==> config.mk <==
export PLATFORM = sky130hd
export DESIGN_NAME = scroll_sequencer
export DESIGN_NICKNAME = d
export VERILOG_FILES = /design/src/rtl/scroll_sequencer.sv
export SDC_FILE = /design/constraint.sdc
export NUM_CORES = 1
export LEC_CHECK = 0
export CAP_MARGIN = 0
export CORE_MARGIN = 1
export CORE_UTILIZATION = 38
export DETAILED_ROUTE_END_ITERATION = 7
export SYNTH_ARGS = -nofsm -noshare
export SYNTH_HDL_FRONTEND = slang
export SYNTH_SLANG_ARGS = --single-unit
==> constraint.sdc <==
create_clock -name clk -period 7.45 [get_ports clk]
set_clock_uncertainty 0.1 [all_clocks]
set_input_delay 1.8625 -clock clk [delete_from_list [all_inputs] [get_ports clk]]
set_output_delay 1.8625 -clock clk [all_outputs]
set_load 0.02 [all_outputs]
==> src/rtl/scroll_sequencer.sv <==
// Scroll sequencer: 4-bit move counter advanced by a free-running prescaler
// (AUTO) and by debounced push-button presses. Optional SCROLL_REVERSE_EN macro adds reverse stepping via dir.
module scroll_sequencer #(
  parameter logic [31:0] PRESCALE        = 32'd50_000_000,
  parameter logic [23:0] DEBOUNCE_CYCLES = 24'd1_000_000
) (
  input  logic       clk,
  input  logic       reset,
  input  logic       run,
  input  logic       btn_step,
  input  logic       dir,
  output logic [3:0] counter,
  output logic       step_pulse,
  output logic [1:0] mode
);

  typedef enum logic [1:0] {
    IDLE      = 2'b00,
    AUTO      = 2'b01,
    AUTO_HOLD = 2'b10
  } state_t;

  logic        run_meta_q, run_meta_d;
  logic        run_sync_q, run_sync_d;
  logic        btn_meta_q, btn_meta_d;
  logic        btn_sync_q, btn_sync_d;
  logic [23:0] db_cnt_q, db_cnt_d;
  logic        btn_level_q, btn_level_d;
  logic        btn_prev_q, btn_prev_d;
  logic [31:0] presc_q, presc_d;
  state_t      state_q, state_d;
  logic [3:0]  counter_q, counter_d;
  logic        step_pulse_q, step_pulse_d;

  logic        press_req;
  logic        release_req;
  logic        auto_req;
  logic        step_req;
  logic [3:0]  counter_next;

  // Edges of the accepted level, one cycle after the debouncer commits it.
  assign press_req   = btn_level_q & ~btn_prev_q;
  assign release_req = ~btn_level_q & btn_prev_q;
  assign auto_req    = (state_q == AUTO) && (presc_q == PRESCALE - 32'd1);
  assign step_req    = auto_req | press_req;

`ifdef SCROLL_REVERSE_EN
  assign counter_next = dir ? (counter_q - 4'd1) : (counter_q + 4'd1);
`else
  logic unused_dir;
  assign unused_dir   = dir;
  assign counter_next = counter_q + 4'd1;
`endif

  always_comb begin
    run_meta_d   = run;
    run_sync_d   = run_meta_q;
    btn_meta_d   = btn_step;
    btn_sync_d   = btn_meta_q;
    btn_prev_d   = btn_level_q;
    db_cnt_d     = db_cnt_q;
    btn_level_d  = btn_level_q;
    state_d      = state_q;
    presc_d      = presc_q;
    counter_d    = counter_q;
    step_pulse_d = step_req;

    // Debouncer: count consecutive samples disagreeing with the accepted level.
    if (btn_sync_q == btn_level_q) begin
      db_cnt_d = 24'd0;
    end else if (db_cnt_q == DEBOUNCE_CYCLES - 24'd1) begin
      db_cnt_d    = 24'd0;
      btn_level_d = btn_sync_q;
    end else begin
      db_cnt_d = db_cnt_q + 24'd1;
    end

    case (state_q)
      IDLE: begin
        if (run_sync_q) state_d = AUTO;
      end
      AUTO: begin
        if (!run_sync_q)    state_d = IDLE;
        else if (press_req) state_d = AUTO_HOLD;
      end
      AUTO_HOLD: begin
        if (!run_sync_q)      state_d = IDLE;
        else if (release_req) state_d = AUTO;
      end
      default: state_d = IDLE;
    endcase

    // Prescaler runs only while staying in AUTO; frozen while held.
    if (state_q == AUTO_HOLD && state_d == AUTO_HOLD) begin
      presc_d = presc_q;
    end else if (state_q != AUTO || state_d != AUTO || step_req) begin
      presc_d = 32'd0;
    end else begin
      presc_d = presc_q + 32'd1;
    end

    if (step_req) counter_d = counter_next;
  end

  always_ff @(posedge clk or posedge reset) begin
    if (reset) begin
      run_meta_q   <= 1'b0;
      run_sync_q   <= 1'b0;
      btn_meta_q   <= 1'b0;
      btn_sync_q   <= 1'b0;
      db_cnt_q     <= 24'd0;
      btn_level_q  <= 1'b0;
      btn_prev_q   <= 1'b0;
      presc_q      <= 32'd0;
      state_q      <= IDLE;
      counter_q    <= 4'd0;
      step_pulse_q <= 1'b0;
    end else begin
      run_meta_q   <= run_meta_d;
      run_sync_q   <= run_sync_d;
      btn_meta_q   <= btn_meta_d;
      btn_sync_q   <= btn_sync_d;
      db_cnt_q     <= db_cnt_d;
      btn_level_q  <= btn_level_d;
      btn_prev_q   <= btn_prev_d;
      presc_q      <= presc_d;
      state_q      <= state_d;
      counter_q    <= counter_d;
      step_pulse_q <= step_pulse_d;
    end
  end

  assign counter    = counter_q;
  assign step_pulse = step_pulse_q;
  assign mode       = state_q;

endmodule

======== Word level (Yosys, flattened, before mapping) ========
Cells that the tools add are included.
storage, ports and cells
  register bits ........................... 69
  word-level logic and storage cells ...... 43
  bits of input ports ..................... 5
  output and inout bits ................... 7
cells by class
  reduce and logical (&&, ||, !) cells .... 6
  add/subtract/negate cells ............... 3
  muxes and demuxes ....................... 9
  equality and inequality tests ........... 8
  bitwise operators ....................... 6
operator list
  operator                                                                  count
  24-bit 2-to-1 mux                                                         2
  32-bit by 1-bit adder with 32-bit output (second input constant)          1
  32-bit by 26-bit equality test with 1-bit output (second input constant)  1
  32-bit 2-to-1 mux                                                         1
  24-bit by 1-bit adder with 24-bit output (second input constant)          1
  24-bit by 20-bit equality test with 1-bit output (second input constant)  1
  2-bit 2-to-1 mux                                                          5
  2-bit one-hot mux with 3 select lines                                     1
  4-bit by 1-bit adder with 4-bit output (second input constant)            1
  2-bit equality test (second input constant)                               2
  2-bit by 1-bit != test with 1-bit output (second input constant)          2
  1-bit inverter                                                            3
  1-bit bitwise AND                                                         2
  2-bit by 1-bit equality test with 1-bit output (second input constant)    1
  1-bit logical AND                                                         2
  2-bit zero test                                                           1
  1-bit logical OR                                                          2
  2-bit AND reduction                                                       1
  1-bit equality test                                                       1
  1-bit bitwise OR                                                          1

======== Logic depth before layout (Yosys ltp) ========
Gate-level depths: netlist of run 1.
  depth after elaboration ................. 9
  gate-level depth with buffers ........... 8
  depth with buffers taken out ............ 6

======== Worst setup path after synthesis of run 1 ========
OpenSTA, ideal clock, no wires.
  kind .................................... reg2out
  from .................................... register state_q[1], in the netlist mode[1]
  to ...................................... output mode[1]
  data arrival time ....................... 470 ps
  stages on the path, launching flop included .. 1
  data required time ...................... 5,487 ps
  buffers on the path ..................... 0
  setup slack ............................. 5,017 ps
  cell sequence ........................... dfrtp_1
RTL lines
  element                 RTL line  RTL
  start, declared         31        state_t state_q, state_d;
  start signal, assigned  127       state_q <= state_d;
  end, declared           14        output logic [1:0] mode
No word-level cell between the ends.

======== Final worst setup path of run 1 ========
  from .................................... register state_q[1], in the netlist mode[1]
  to ...................................... output mode[1]
No word-level cell between the ends.

==> impl_summary.txt, run 1 <==
----------------------------------------------------
[Logic synthesis]
  Post-synth EDFFs ... 0
  Synthesized cell area ... 3610 um2
  Top cells by area, synth ... dfrtp_1 48%, xnor2_1 12%, nor2_1 5.4%, nor4_2 3.8%, nor2_2 3.5%
  Library cell with the largest summed area after synthesis ... dfrtp_1
  Synth Instances ... 351
  YS warnings ... 0
  Top_reg_cell synth ... dfrtp_1
  Area share of the largest cell type after synthesis ... 47.8%
  Sequential cell area fraction in the yosys report ... 47.8%
  Synth unique cells ... 45
  Async S/R FF share, synth ... 100%
  Net count after synthesis ... 359
  Avg Inst Size Synth ... slightly above 10 um2
  Flip-flop and latch count after synthesis ... just under 70

[Power and ir drop]
  Total power ... 0.672 mW
  Static leakage power ... 1.45 nW
  PD cells ... about 170 nW/um2
  Maximum resistive drop on vdd ... roughly 96 uV

[Worst setup path]
  Category of cells accounting for the largest share of critical-path delay ... buffers and inverters
  Critical Path Source Type ... flop
  Worst-path cell chain ... clkdlybuf4s50_1
  Largest fanout of any net on the critical path ... 6
  Number of buffers and inverters on the critical path ... 1
  Reg-to-reg startpoint ... presc_q[0]
  Critical Path RT ... ~5.5 ns
  Slowest CP cell ... clkdlybuf4s50_1
  Number of cells traversed by the worst register-to-register path ... 6
  Endpoint kind of the worst setup timing path ... primary output
  Register-to-register setup slack ... 4.50 ns
  FF-to-FF End ... presc_q[19]
  Class of the most critical setup path ... flop to primary output
  CP peak stage delay ... 0.64 ns
  Data arrival time at the worst-slack endpoint ... 1.42 ns

[Clock network]
  Number of setup buffers added after CTS ... 0
  Clock edge transition at the registers on the reported setup and hold paths ... ~0.070 ns
  Clock sinks ... 69
  TritonCTS clock tree ... built
  Root cell of the clock tree ... clkbuf_8
  Post-CTS resize count ... 0
  Number of CTS-inserted buffers ... 9
  Hold Buf Count CTS ... 0
  Insertion delay of the later-clocked pin in the worst-skew pair ... between 0.3 and 0.4 ns
  H-tree lvl count ... 3
  Bufs on Longest Clock Path ... 2

[Routing]
  Drt drc ... 0
  Post-DR wirelength/cell ... ~13 um
  Wl on met1 ... 3190 um
  Vias per cell ... ~4.9
  Total iterations of the first detailed-routing run ... 4
  Met3 Routed Length ... around 180 um
  Overall routed net length ... 6400 um
  Remaining antenna violation count ... 0
  Metal2 WL ... between 2000 and 3000 um
  Highest routed layer ... met4
  First DRT Iteration DRCs ... 95
  Vias ... 2386

[Global routing]
  Wire length of the first global-routing pass ... 11700 um
  Via count of the first global-routing pass ... about 2.5k
  Pin count of the biggest net entering global routing ... 49
  Final global-route overflow total ... 0
  Antenna violations before repair ... 0
  Global Route Usage Sum ... 15.1%

[Timing]
  Setup repair after global routing missed its margin ... no
  Clock period minus final worst setup slack ... 3.38 ns
  Highest clock frequency the design can meet ... 296 MHz
  Final setup vio count ... 0
  Post-route setup TNS ... 0 ns
  Final Max Tran Viols ... 0
  Worst hold-check slack ... between 0.2 and 0.25 ns
  Tcrit/Tclk final ... 45.4%
  Endpoints failing hold ... 0
  Worst-Margin Slew ... 1.19 ns
  Slew HR ... 20.3%

[Final layout]
  Diodes inserted ... 0
  End-of-flow core utilization ... between 40% and 50%
  Share of final-layout standard cells stronger than drive strength 1 ... between 15 and 20%
  Leading cell type in the layout, fill and taps excluded ... dfrtp_1
  # nets final ... 365
  Highest-count cells in the layout ignoring fill and taps ... 69 x dfrtp_1, 52 x nor2_1, 50 x xnor2_1
  Layout filler cell count ... 906
  Count of placed standard cells in the final layout, fillers left out ... just under 500
  Area Overhead vs Synth ... 9.42%

[Placement]
  Routability congestion estimate from global placement ... roughly 0.72
  HPWL after DPL ... 4050 um
  Placed Instances ... 475
  Buffers added on ports ... 10

[Die]
  Starting Density ... 39.1%
  Core area ... 9240 um2
  Die extent in x ... 99.5 um
  Vertical die dimension ... about 100 um
  Std cell rows ... 35
  Area of the die ... 9900 um2
  Num ports ... 12

[Run]
  Max-cap check violation count ... 0

[Min path]
  Hold endpoint ... run_sync_q
  Startpoint of the most critical hold path ... run_meta_q
  Class of the tightest hold or removal check ... flop to flop
  Hold Path Cell Cnt ... 0

[Run status]
  Outcome ... complete, no violations

----------------------------------------------------
-- worst max path at each step --
stage / from / to / slack [ns] / depth (start not counted)
final: mode[1] / mode[1] / 4.07 / 1
after detailed placement: reset / db_cnt_q[11] / 4.05 / 3
after global placement: reset / db_cnt_q[12] / 4.07 / 3
after global routing: mode[1] / mode[1] / 4.01 / 1
after floorplan: reset / btn_level_q / 3.75 / 1
after CTS: mode[1] / mode[1] / 4.06 / 1
-- synthesized netlist by cell type, drive strengths merged (2+ instances only) --
master,number
a21oi,2
or4,3
nand4,8
dfrtp,69
nor3,14
or4b,2
or2,3
nand3,20
nor4,21
clkbuf,4
xor2,6
mux2,2
buf,12
nor2,72
and4,6
ha,3
nor4b,3
nand2,17
inv,14
and2b,2
and3,6
xnor2,50
nand2b,2
-- cell type report --
class	instances	area [um2]	area share [%]
Tap cell	129	161	4.08
Clock inverter	1	5.00	0.127
Clock buffer	15	166	4.21
Multi-Input combinational cell	252	1730	43.9
Inverter	14	52.6	1.33
Sequential cell	69	1730	43.7
Timing Repair Buffer	11	108	2.72
-- flip-flops by register name, indices dropped and copies added (netlist names) --
register     flops
btn_level_q      1
btn_meta_q       1
btn_prev_q       1
btn_sync_q       1
counter          4
db_cnt_q        24
mode             2
presc_q         32
run_meta_q       1
run_sync_q       1
step_pulse       1
-- where the power goes --
part	total, mW	switching (mW)	leakage (nW)	internal [mW]
Combinational	0.0225	0.0170	0.415	0.00550
Sequential	0.381	0.00281	0.949	0.378
Clock	0.269	0.130	0.0877	0.139
Total	0.672	0.150	1.45	0.522
-- kinds of logic (layout without fill, tap and decap cells) --
kind of cell	after synthesis	count (layout)	share of synthesized area (%)
simple gates	183	183	29.6
buf+inv	30	41	4.22
fa+ha+maj	3	3	1.04
mux	2	2	0.623
compound gates	8	8	3.15
xor+xnor	56	56	13.6
flops	69	69	47.8
-- through the flow --
step / area (um2) / setup WS, ns
floorplan: 3610 / 3.75
global placement: 3780 / 4.07
detailed placement: 3780 / 4.05
CTS: 3950 / 4.06
global route: 3950 / 4.01
finish: 3950 / 4.07
-- per-layer routing --
layer  track usage, %  up-vias
met4             5.43        0
met2             24.9       18
met1             18.6     1162
met5                0        -
met3             4.64        6
li1                 -     1200
Note: power is estimated with default switching activity, not from simulation.
==> run 2, diff against run 1 <==
clock period = 3.01 ns   (was 7.45 ns; I/O delays follow)
==> run 2 against run 1 <==
  * Combinational power rose to 2.7 times the previous value
  * Critical path depth is 6 higher
  * Flip-flop and latch count unchanged
  * First-iteration DRC count is 34% lower
  * Sequential share of layout area is 0.93 points lower
  * Total power rose to 2.6 times the previous value
  * Register-to-register slack got worse by 3.9 ns
  * Wire length down 1.9%
==> impl_summary.txt, run 2 (synthesis results as in run 1) <==
----------------------------------------------------
[Die]
  Starting Density ... 39.1% (unchanged)
  Vertical die dimension ... 99.5 um (unchanged)
  Area of the die ... 9900 um2 (unchanged)
  Num ports ... 12 (unchanged)
  Core area ... 9240 um2 (unchanged)
  Std cell rows ... 35 (unchanged)
  Die extent in x ... 99.5 um (unchanged)

[Final layout]
  Flip-flop count of the largest register after layout ... 32 (unchanged)
  Highest-count cells in the layout ignoring fill and taps ... 69 x dfrtp_1, 52 x nor2_1, 50 x xnor2_1
  Leading cell type in the layout, fill and taps excluded ... dfrtp_1
  Biggest register ... presc_q
  # nets final ... 372 (+1.9%)
  Count of placed standard cells in the final layout, fillers left out ... 498 (+1.4%)
  Diodes inserted ... 0 (unchanged)
  Share of final-layout standard cells stronger than drive strength 1 ... 19.2% (+2.1 points)
  Area Overhead vs Synth ... 11.8%

[Worst setup path]
  Critical Path RT ... 3.13 ns (-2.36 ns)
  Data arrival time at the worst-slack endpoint ... 2.52 ns (+1.10 ns)
  Number of buffers and inverters on the critical path ... 1 (unchanged)
  Category of cells accounting for the largest share of critical-path delay ... simple AND/OR/NAND/NOR gates
  Class of the most critical setup path ... flop to flop
  Critical Path Source Type ... flop
  Largest fanout of any net on the critical path ... 30 (+24)
  CP peak stage delay ... 0.50 ns (-0.14 ns)
  Endpoint kind of the worst setup timing path ... flop
  Slowest CP cell ... or4b_4
  Worst-path cell chain ... ha_1 -> or4b_4 -> nor4_4 -> a31oi_4 -> a21oi_4 -> buf_12 -> nor2_1

[Routing]
  Remaining antenna violation count ... 0 (unchanged)
  Post-DR wirelength/cell ... 12.6 um (-3.3%)
  Drt drc ... 0 (unchanged)
  Vias ... 2417 (+1.3%)
  Total iterations of the first detailed-routing run ... 4 (unchanged)
  Vias per cell ... 4.85 (-0.12%)
  Overall routed net length ... 6270 um (-1.9%)
  First DRT Iteration DRCs ... 63 (-34%)

[Placement]
  Routability congestion estimate from global placement ... 0.762 (+6.1%)
  Post-Place Setup Slack ... 0.615 ns (-3.44 ns)
  Placed Instances ... 482 (+1.5%)
  Buffers added on ports ... 10 (unchanged)
  HPWL after DPL ... 4260 um (+5.4%)

[Global routing]
  Layer carrying the most global-route usage ... met2
  Met3 usage in global routing ... 4.29% (-0.35 points)
  Via count of the first global-routing pass ... 2476 (-1.2%)
  Wire length of the first global-routing pass ... 11400 um (-2.4%)
  Global Route Usage Sum ... 14.5% (-0.61 points)
  Pin count of the biggest net entering global routing ... 31 (-37%)
  Global-route met2 utilization ... 24.6% (-0.37 points)
  Antenna violations before repair ... 0 (unchanged)
  Final global-route overflow total ... 0 (unchanged)
  GR Util met1 ... 17.2% (-1.3 points)

[Timing]
  Worst hold-check slack ... 0.250 ns (+0.000318 ns)
  Clock period minus final worst setup slack ... 2.40 ns
  Highest clock frequency the design can meet ... 417 MHz
  Worst-Margin Slew ... 0.630 ns (-0.562 ns)
  Slew HR ... 57.9% (+38 points)
  Setup repair after global routing missed its margin ... no
  Tcrit/Tclk final ... 79.7%
  Endpoints failing hold ... 0 (unchanged)
  Post-route setup TNS ... 0 ns (unchanged)
  Final Max Tran Viols ... 0 (unchanged)
  Final worst-path setup slack ... 0.610 ns (-3.46 ns)
  Final setup vio count ... 0 (unchanged)

[Clock network]
  TritonCTS clock tree ... built
  Clock sinks ... 69 (unchanged)
  H-tree lvl count ... 3 (unchanged)
  Bufs on Longest Clock Path ... 2 (unchanged)
  Root cell of the clock tree ... clkbuf_8
  Hold Buf Count CTS ... 0 (unchanged)
  Insertion delay of the later-clocked pin in the worst-skew pair ... 0.34 ns (about the same)
  Clock edge transition at the registers on the reported setup and hold paths ... 0.08 ns (about the same)
  Post-CTS resize count ... 0 (unchanged)
  Number of setup buffers added after CTS ... 0 (unchanged)
  Number of CTS-inserted buffers ... 9 (unchanged)

[Power and ir drop]
  Maximum resistive drop on vdd ... 202 uV (+110%)
  Static leakage power ... 1.50 nW (+3.1%)
  PD cells ... 432 nW/um2 (+150%)
  Total power ... 1.75 mW (+160%)

[Run]
  Max-cap check violation count ... 0 (unchanged)

[Run status]
  Outcome ... complete, no violations

[Min path]
  Class of the tightest hold or removal check ... flop to flop

----------------------------------------------------
[run 2: area by class of cell]
type / count / area [um2]
clock inverter: 4 / 47.5
sequential: 69 / 1730
fill: 895 / 5200
timing repair buffer: 18 / 173
multi-input combinational: 252 / 1730
tap: 129 / 161
clock buffer: 12 / 145
inverter: 14 / 52.6
[run 2: final timing paths]
kind	depth (start not counted)	from	slack [ns]	end
min in group asynchronous	2	reset	0.57	db_cnt_q[7]
worst min-delay path	0	run_meta_q	0.25	run_sync_q
worst max-delay path	7	presc_q[0]	0.61	presc_q[12]
worst min register to register	0	run_meta_q	0.25	run_sync_q
worst max register to register	7	presc_q[0]	0.61	presc_q[12]
max in group asynchronous	3	reset	1.66	presc_q[31]
[run 2: layer usage]
layer  vias to the layer above  wire length (um)  part of all wire [%]
li1                       1218                 -                     -
met4                         0                85                   1.4
met1                      1165              2940                    47
met3                         7               153                   2.4
met5                         -                 0                     0
met2                        27              3090                    49
[run 2: power breakdown]
part           internal [mW]  switching, mW  leakage [nW]
registers              0.934        0.00689         0.949
clock network          0.403          0.341        0.0964
logic                 0.0183         0.0428         0.451
total                   1.36          0.391          1.50
[run 2: stage by stage]
step,area [um2],utilization [%]
after floorplan,3610,-
final,4040,43.7
after CTS,4040,43.7
after detailed placement,3850,41.6
after global placement,3850,41.6
after global routing,4040,43.7
